[config.mk]
export PLATFORM = sky130hd
export DESIGN_NAME = sum_accumulator
export DESIGN_NICKNAME = d
export VERILOG_FILES = /design/src/rtl/sum_accumulator.sv
export SDC_FILE = /design/constraint.sdc
export NUM_CORES = 1
export LEC_CHECK = 0
export ABC_CLOCK_PERIOD_IN_PS = 1750
export CORE_UTILIZATION = 41
export CTS_CLUSTER_DIAMETER = 100
export DETAILED_ROUTE_END_ITERATION = 16
export GPL_TIMING_DRIVEN = 0
export PLACE_DENSITY = 0.76
export SLEW_MARGIN = 5
export SYNTH_ARGS = -nofsm -noshare
export SYNTH_HDL_FRONTEND = slang
export SYNTH_SLANG_ARGS = --single-unit
[constraint.sdc]
create_clock -name clk -period 1.75 [get_ports clk]
set_clock_uncertainty 0.2 [all_clocks]
set_input_delay 0.175 -clock clk [delete_from_list [all_inputs] [get_ports clk]]
set_output_delay 0.175 -clock clk [all_outputs]
set_load 0.1 [all_outputs]
[src/rtl/sum_accumulator.sv]
// sum_accumulator: accumulates COUNT unsigned sum words per block and then
// holds the total (with an overflow flag) until downstream accepts it.
// Optional build macro: SUM_ACC_SAT_EN. When it is defined, the accumulator
// saturates on overflow. When it is undefined, the accumulator wraps.
module sum_accumulator #(
  parameter int unsigned SUM_W = 5,
  parameter int unsigned COUNT = 4,
  parameter int unsigned ACC_W = 7
) (
  input  logic             clk,
  input  logic             rst,
  input  logic             in_valid,
  output logic             in_ready,
  input  logic [SUM_W-1:0] in_sum,
  output logic             out_valid,
  input  logic             out_ready,
  output logic [ACC_W-1:0] out_acc,
  output logic             out_ovf
);

  localparam int unsigned CNT_W = $clog2(COUNT + 1);

  typedef enum logic {
    ACCUM = 1'b0,
    HOLD  = 1'b1
  } state_t;

  state_t           state;
  state_t           state_nxt;
  logic [ACC_W-1:0] acc;
  logic [ACC_W-1:0] acc_nxt;
  logic [CNT_W-1:0] cnt;
  logic             ovf;
  logic [ACC_W:0]   sum;
  logic             in_xfer;
  logic             out_xfer;
  logic             last;

  assign in_xfer  = in_valid & in_ready;
  assign out_xfer = out_valid & out_ready;
  assign last     = (cnt == CNT_W'(COUNT - 1));
  assign sum      = {1'b0, acc} + {{(ACC_W + 1 - SUM_W){1'b0}}, in_sum};

  // Next accumulator value; the extra sum bit flags overflow
  always_comb begin
    acc_nxt = sum[ACC_W-1:0];
`ifdef SUM_ACC_SAT_EN
    if (sum[ACC_W]) acc_nxt = '1;
`else
    acc_nxt = sum[ACC_W-1:0];
`endif
  end

  // State register
  always_ff @(posedge clk) begin
    if (rst) state <= ACCUM;
    else     state <= state_nxt;
  end

  // Next-state and handshake outputs
  always_comb begin
    state_nxt = state;
    in_ready  = 1'b0;
    out_valid = 1'b0;
    case (state)
      ACCUM: begin
        in_ready = 1'b1;
        if (in_valid && last) state_nxt = HOLD;
      end
      HOLD: begin
        out_valid = 1'b1;
        if (out_ready) state_nxt = ACCUM;
      end
      default: state_nxt = ACCUM;
    endcase
  end

  // Accumulator, sample counter and overflow flag
  always_ff @(posedge clk) begin
    if (rst) begin
      acc <= '0;
      cnt <= '0;
      ovf <= 1'b0;
    end else if (in_xfer) begin
      acc <= acc_nxt;
      ovf <= ovf | sum[ACC_W];
      cnt <= last ? '0 : cnt + CNT_W'(1);
    end else if (out_xfer) begin
      acc <= '0;
      cnt <= '0;
      ovf <= 1'b0;
    end
  end

  assign out_acc = acc;
  assign out_ovf = ovf;

endmodule

==> results_dict.tcl, run 1 <==
set metrics [dict create \
    row_count 14 \
    drt_iter0_markers 8 \
    p_per_area_nw_per_um2 786 \
    syn_nets 93 \
    cp_slowest_cell "dfxtp_4" \
    synth_top_area_cell "dfxtp_1" \
    fin_hold_ws_ns 0.241 \
    gr-total-overflow 0 \
    p_leak_uw 0.000394 \
    hold_buffers 0 \
    critPathArrivalTime_ns 1.83 \
    setup_viol 1 \
    clk_latency_ns 0.28 \
    slew_viol_final 0 \
    dp_slack_ns -0.456 \
    ys_types 28 \
    coreArea_um2 1540 \
    first_global_vias 575 \
    max_stage_delay_ns 0.36 \
    root_buffer "clkbuf_4" \
    synthArstFlopShare 0 \
    drtAntennaViolNets 0 \
    cts_made_buffers 3 \
    antennaDiodeCount 0 \
    start_util 0.446 \
    clock.fmax_mhz 536 \
    path_clk_slew_ns 0.08 \
    wire_per_inst_um 12.3 \
    path_buf_inv 1 \
    setup_slack_ns -0.114 \
    synthTopCellsByArea "dfxtp_1 35%, ha_1 11%, nor2_1 7.1%" \
    timing.max_cap.violations 0 \
    wl_um 1440 \
    drive_gt1_frac 0.366 \
    clock_sinks 12 \
    die_w_um 42.9 \
    port_buffers 18 \
    clockBufferDepth 2 \
    timing_hold_violations_final 0 \
    drc 0 \
    crit_chain "ha_4, inv_2, fa_2, nand2b_4, a21oi_2, o211ai_2, mux2_4" \
    die_y_um 42.9 \
    cts_tree "yes" \
    vdd_drop_max_v 0.000618 \
    grt_usage 0.173 \
    seq_area_frac_synth 0.350 \
    finalCriticalPeriod_ns 1.86 \
    end_kind "flip-flop" \
    syn_area_um2 687 \
    grt_antenna_before_repair 0 \
    nets 118 \
    firstDrtPassIters 4 \
    crit_fanout 3 \
    crit_type "reg -> reg" \
    rsz0062_at_grt "yes" \
    dieArea_um2 1840 \
    vias 627 \
    cpLargestDelayFamily "adder cells" \
    dpl.hpwl_um 1080 \
    grt_max_degree 11 \
    cts_max_level 1 \
    start_kind "flip-flop" \
    yosys_warnings 0 \
    slew_headroom 0.637 \
    ios 19 \
    postSynthCellCount 77 \
    synth_top_area_frac 0.350 \
    cp.required_ns 1.71 \
    violations "negative setup slack" \
    gp_congestion 0.776 \
    finalSetupTns_ns -0.114 \
    ys.flop_type "dfxtp_1" \
    status "complete, but fails checks" \
    grt_pass1_wl_um 2400 \
    area_growth_syn_to_layout_pct 45.4 \
    fin_crit_sh 1.07 \
    viasPerCell 5.36 \
    power_uw 785 \
    most-common-layout-cells "13 x nor2_1, 10 x clkdlybuf4s15_2, 7 x clkdlybuf4s50_1, 6 x dfxtp_1, 5 x a21oi_1" \
    hold_class "in -> reg" \
    syn_area_per_cell_um2 8.92 \
    final_util 0.648 \
    worst_pin_slew_ns 0.547 \
    layout_commonest_cell "nor2_1" \
    synth_edf_count 0 \
    synth-seq-cells 12 \
]
[cells in the mapped netlist (2+ instances only)]
cell      number
a22oi_1        2
xnor2_1        2
nand2b_1       4
dfxtp_1       12
ha_1           6
nand2_1        3
o21ai_0        3
nor2_1        13
a21oi_1        7
inv_1          5
o31ai_1        2
nand3_1        2
[per-layer routing]
layer  GRT usage  up-vias  wire length (µm)
met1       0.203      295               642
met3      0.0426        4                62
met5           0        -                 0
li1            -      315                 -
met2       0.297       13               703
met4      0.0727        0                27
[cell type report]
| type | instances | area, µm² |
|---|---|---|
| sequential | 12 | 258 |
| clock inverter | 1 | 3.75 |
| tap | 16 | 20.0 |
| buffer | 2 | 15.0 |
| clock buffer | 3 | 22.5 |
| inverter | 5 | 22.5 |
| fill | 137 | 543 |
| timing repair buffer | 20 | 206 |
| multi-input combinational | 58 | 450 |
[timing repair]
action	CTS	global route
cloned	0	0
gates resized for setup	31	3
endpoints found under the setup margin	12	5
pin swaps	1	4
setup buffers	1	1
[worst paths after layout]
check             cells after the start         end  startpoint  slack, ns
setup / recovery                      7  out_acc[6]  out_acc[0]      -0.11
hold / removal                        4  out_acc[0]   in_sum[0]       0.24
setup reg to reg                      7  out_acc[6]  out_acc[0]      -0.11
hold reg to reg                       2      cnt[2]      cnt[2]       0.25
[registers in the layout, indices dropped and copies added, names as in the netlist]
signal   cells
out_ovf      1
out_acc      7
state        1
cnt          3
[cell families (layout without fill, tap and decap cells)]
family                     after synthesis  after routing  share of synthesized area
and+or+nand+nor                         26             26                      0.177
adders and majority gates                7              7                      0.138
xor gates and xnor gates                 2              2                     0.0255
AOI/OAI and AO/OA                       21             21                      0.224
DFF                                     12             12                      0.350
muxes                                    2              2                     0.0364
buffers and inverters                    7             31                     0.0492
[through the flow]
stage | instances | cell area, µm²
after floorplan | 77 | 738
after global placement | 111 | 938
after detailed placement | 111 | 938
after CTS | 116 | 983
after global routing | 117 | 998
final | 117 | 998
[worst min-delay path: stages]
cell and delay [ns]:
dlygate4sd2_1 0.23, ha_4 0.12, a22oi_1 0.07, nor2_1 0.08
[power breakdown]
| group | internal, µW | switching, µW | total [µW] | leakage, µW |
|---|---|---|---|---|
| sequential | 291 | 16.4 | 308 | 0.000102 |
| combinational | 104 | 195 | 299 | 0.000277 |
| clock | 82.6 | 96.1 | 179 | 0.0000154 |
(Power assumes the default switching activity.)
==> run 2: changes to the inputs <==
- GPL_TIMING_DRIVEN: 0 -> default
==> run 2 against run 1 <==
The run still ends with negative setup slack left. Die area did not move. Critical endpoint unchanged. Clock-buffer cell count did not move. Utilization increased by 9.3 points. Register-to-register slack about the same.
==> results_dict.tcl, run 2 (synthesized netlist as in run 1, its figures left out) <==
set metrics [dict create \
    end_kind "flip-flop" \
    critPathArrivalTime_ns 1.83 \
    top_layer_used "met4" \
    vdd_drop_max_v 0.000550 \
    rsz0062_at_grt "yes" \
    nFillCells 112 \
    clock_sinks 12 \
    dr_wl_met2_um 795 \
    status "complete, but fails checks" \
    cp.required_ns 1.72 \
    hold_buffers 0 \
    die_y_um 42.9 \
    start_util 0.446 \
    setup_slack_ns -0.110 \
    gp_congestion 0.778 \
    met3_length_um 69 \
    clk_latency_ns 0.27 \
    antennaDiodeCount 0 \
    slew_headroom 0.723 \
    p_leak_uw 0.000471 \
    firstDrtPassIters 4 \
    wire_per_inst_um 12.4 \
    path_clk_slew_ns 0.07 \
    port_buffers 18 \
    area_growth_syn_to_layout_pct 66.1 \
    drive_gt1_frac 0.411 \
    gr-total-overflow 0 \
    cts_max_level 1 \
    dpl.hpwl_um 1150 \
    largest_reg_flops 7 \
    cts_tree "yes" \
    root_buffer "clkbuf_4" \
    grt_pass1_wl_um 2480 \
    drt-met1-wl_um 653 \
    grt_max_degree 8 \
    crit_type "reg -> reg" \
    most-common-layout-cells "13 x nor2_1, 10 x buf_12, 10 x buf_4, 7 x clkdlybuf4s50_1, 6 x dfxtp_1" \
    dieArea_um2 1840 \
    worst_pin_slew_ns 0.416 \
    start_kind "flip-flop" \
    row_count 14 \
    first_global_vias 573 \
    cts_made_buffers 3 \
    instances_no_fill 123 \
    setup_viol 3 \
    timing.max_cap.violations 0 \
    hold_class "in -> reg" \
    vias 638 \
    viasPerCell 5.19 \
    drc 0 \
    p_per_area_nw_per_um2 750 \
    grt_antenna_before_repair 0 \
    coreArea_um2 1540 \
    drt_iter0_markers 12 \
    finalCriticalPeriod_ns 1.86 \
    clockBufferDepth 2 \
    drtAntennaViolNets 0 \
    slew_viol_final 0 \
    grt_usage 0.180 \
    crit_fanout 3 \
    ios 19 \
    placedCellCount 116 \
    timing_hold_violations_final 0 \
    dp_slack_ns -0.438 \
    clock.fmax_mhz 538 \
    nets 124 \
    layout_commonest_cell "nor2_1" \
    die_w_um 42.9 \
    wl_um 1520 \
    violations "negative setup slack" \
    fin_crit_sh 1.06 \
]
==> run 2: per-stage QoR <==
| stage | hold WS (ns) | utilization | instance area (µm²) | TNS, ns | total power (µW) |
|---|---|---|---|---|---|
| after global placement | 0.222 | 0.698 | 1080 | -1.55 | 664 |
| final | 0.237 | 0.740 | 1140 | -0.183 | 855 |
| after floorplan | 0.171 | - | 738 | -0.566 | 538 |
| after detailed placement | 0.228 | 0.698 | 1080 | -1.70 | 670 |
| after CTS | 0.232 | 0.719 | 1110 | -0.129 | 845 |
| after global routing | 0.234 | 0.740 | 1140 | -0.414 | 901 |
==> run 2: area by class of cell <==
type,count,area [µm²],share of cell area
Tap cell,16,20.0,0.0175
Inverter,5,22.5,0.0197
Clock buffer,3,22.5,0.0197
Multi-Input combinational cell,58,460,0.404
Sequential cell,12,258,0.226
Clock inverter,1,3.75,0.00329
Timing Repair Buffer,28,354,0.310
==> run 2: where the power goes <==
part | switching, µW | internal [µW] | total (µW)
Combinational | 206 | 161 | 367
Sequential | 21.6 | 291 | 313
Clock | 92.5 | 82.7 | 175
Total | 320 | 535 | 855
==> run 2: repair_timing <==
item                                    CTS  global route
pin swaps                                 4             5
endpoints found under the setup margin    2             5
resized for setup                         1             4
setup buffers                             1             2
==> run 2: path summary, 6_finish.rpt <==
check | startpoint | slack (ns) | endpoint | cells past startpoint
hold reg to reg | cnt[2] | 0.24 | cnt[2] | 2
setup / recovery | out_acc[0] | -0.11 | out_acc[6] | 7
hold / removal | in_sum[0] | 0.24 | out_acc[0] | 4
setup reg to reg | out_acc[0] | -0.11 | out_acc[6] | 7
==> run 2: critical path, stage by stage, from the launching register on <==
cell and delay (ns):
dfxtp_4 0.36, ha_4 0.13, inv_2 0.03, fa_2 0.33
nand2b_4 0.16, a21oi_2 0.13, o211ai_2 0.09, mux2_4 0.31
==> run 2: per-layer routing <==
metal	global-route usage	vias to the layer above
met2	0.288	14
met1	0.227	290
met3	0.0766	2
li1	-	332
met5	0	-
met4	0.0364	0
==> run 3: changes to the inputs <==
- TNS_END_PERCENT: default -> 1
==> run 3 against run 2 <==
The run still ends with negative setup slack left. Die area is the same. First-iteration DRC count rose by 42%. Cell area shrank 3.3%. Via count rose by 5.3%. Largest power group unchanged. Highest routed layer unchanged.
==> results_dict.tcl, run 3 (synthesized netlist as in run 1, its figures left out) <==
set metrics [dict create \
    grt_pass1_wl_um 2740 \
    timing_hold_violations_final 0 \
    start_util 0.446 \
    cp_slowest_cell "dfxtp_4" \
    rsz0062_at_grt "yes" \
    power_uw 853 \
    slew_headroom 0.779 \
    critPathArrivalTime_ns 1.82 \
    dpl.hpwl_um 1310 \
    cts_max_level 1 \
    setup_viol 1 \
    path_clk_slew_ns 0.08 \
    cpLargestDelayFamily "adder cells" \
    timing.max_cap.violations 0 \
    drt-met1-wl_um 713 \
    clk_latency_ns 0.27 \
    violations "negative setup slack" \
    crit_start "out_acc[0]" \
    grt_usage 0.202 \
    grt_antenna_before_repair 0 \
    p_per_area_nw_per_um2 773 \
    dr_wl_met2_um 860 \
    cts_tree "yes" \
    setup_slack_ns -0.0959 \
    nets 123 \
    wire_per_inst_um 13.4 \
    die_y_um 42.9 \
    start_kind "flip-flop" \
    most-common-layout-cells "13 x nor2_1, 10 x buf_12, 9 x buf_4, 7 x clkdlybuf4s50_1" \
    path_buf_inv 1 \
    first_global_vias 643 \
    cts_made_buffers 3 \
    finalCriticalPeriod_ns 1.85 \
    slew_viol_final 0 \
    crit_fanout 3 \
    top_layer_used "met4" \
    wl_um 1640 \
    ios 19 \
    p_leak_uw 0.000465 \
    clockBufferDepth 2 \
    gr-total-overflow 0 \
    hold_class "in -> reg" \
    row_count 14 \
    antennaDiodeCount 0 \
    end_kind "flip-flop" \
    nFillCells 110 \
    area_growth_syn_to_layout_pct 60.7 \
    crit_type "reg -> reg" \
    clock_sinks 12 \
    port_buffers 18 \
    root_buffer "clkbuf_4" \
    clock.fmax_mhz 542 \
    largest_reg_flops 7 \
    drive_gt1_frac 0.368 \
    drc 0 \
    grt_max_degree 8 \
    max_stage_delay_ns 0.36 \
    dieArea_um2 1840 \
    worstHoldStart "in_sum[0]" \
    hold_buffers 0 \
    met3_length_um 57 \
    fin_crit_sh 1.05 \
    status "complete, but fails checks" \
    coreArea_um2 1540 \
    viasPerCell 5.51 \
    regToRegStartpoint "out_acc[0]" \
    drtAntennaViolNets 0 \
    finalSetupTns_ns -0.0959 \
    firstDrtPassIters 4 \
    cp.required_ns 1.72 \
    die_w_um 42.9 \
    vdd_drop_max_v 0.000491 \
    vias 672 \
    gp_congestion 0.794 \
    crit_chain "ha_4, inv_2, fa_2, nand2b_4, a21oi_2, o211ai_2, mux2_4" \
    layout_commonest_cell "nor2_1" \
    worst_pin_slew_ns 0.331 \
    drt_iter0_markers 17 \
]
==> run 3: report_power, final <==
group	leakage, µW	switching [µW]	internal, µW
Combinational	0.000349	203	152
Clock	0.0000150	95.6	88.2
Sequential	0.000101	21.9	293
==> run 3: layout make-up <==
| cell class | instances | area, µm² | area share |
|---|---|---|---|
| inverters | 5 | 18.8 | 0.0170 |
| well taps | 16 | 20.0 | 0.0181 |
| multi-input cells | 58 | 439 | 0.398 |
| flip-flops and latches | 12 | 253 | 0.229 |
| clock buffers | 4 | 26.3 | 0.0238 |
| repair buffers | 27 | 347 | 0.314 |
==> run 3: final timing paths <==
check	to	slack [ns]	cells past startpoint
worst min-delay path	out_acc[0]	0.23	4
worst max-delay path	out_acc[6]	-0.1	7
worst max register to register	out_acc[6]	-0.1	7
worst min register to register	cnt[2]	0.26	2
==> run 3: metrics by stage <==
| step | area, µm² | worst slack (ns) | util | hold slack, ns | cells |
|---|---|---|---|---|---|
| final | 1100 | -0.0959 | 0.716 | 0.234 | 122 |
| after global routing | 1100 | -0.178 | 0.716 | 0.256 | 122 |
| after CTS | 1100 | -0.102 | 0.716 | 0.231 | 122 |
| after detailed placement | 1080 | -0.456 | 0.700 | 0.244 | 118 |
| after global placement | 1080 | -0.415 | 0.700 | 0.223 | 118 |
| after floorplan | 726 | -0.338 | - | 0.171 | 77 |
==> run 3: worst reg2reg max path, stage by stage, from the launching register on <==
cell and delay [ns]:
dfxtp_4 0.36, ha_4 0.13, inv_2 0.03, fa_2 0.33, nand2b_4 0.16, a21oi_2 0.13, o211ai_2 0.09, mux2_4 0.30
==> run 3: repair_timing <==
item	in CTS	in global routing
endpoints found under the setup margin	2	5
setup buffers	0	0
resized for setup	2	1
pin swaps	0	2
endpoints found under the hold margin	0	0
==> run 3: per-layer routing <==
layer  global-route usage  up-vias
met5                    0        -
met2                0.352       16
met3               0.0511        2
met4               0.0909        0
li1                     -      334
met1                0.230      320
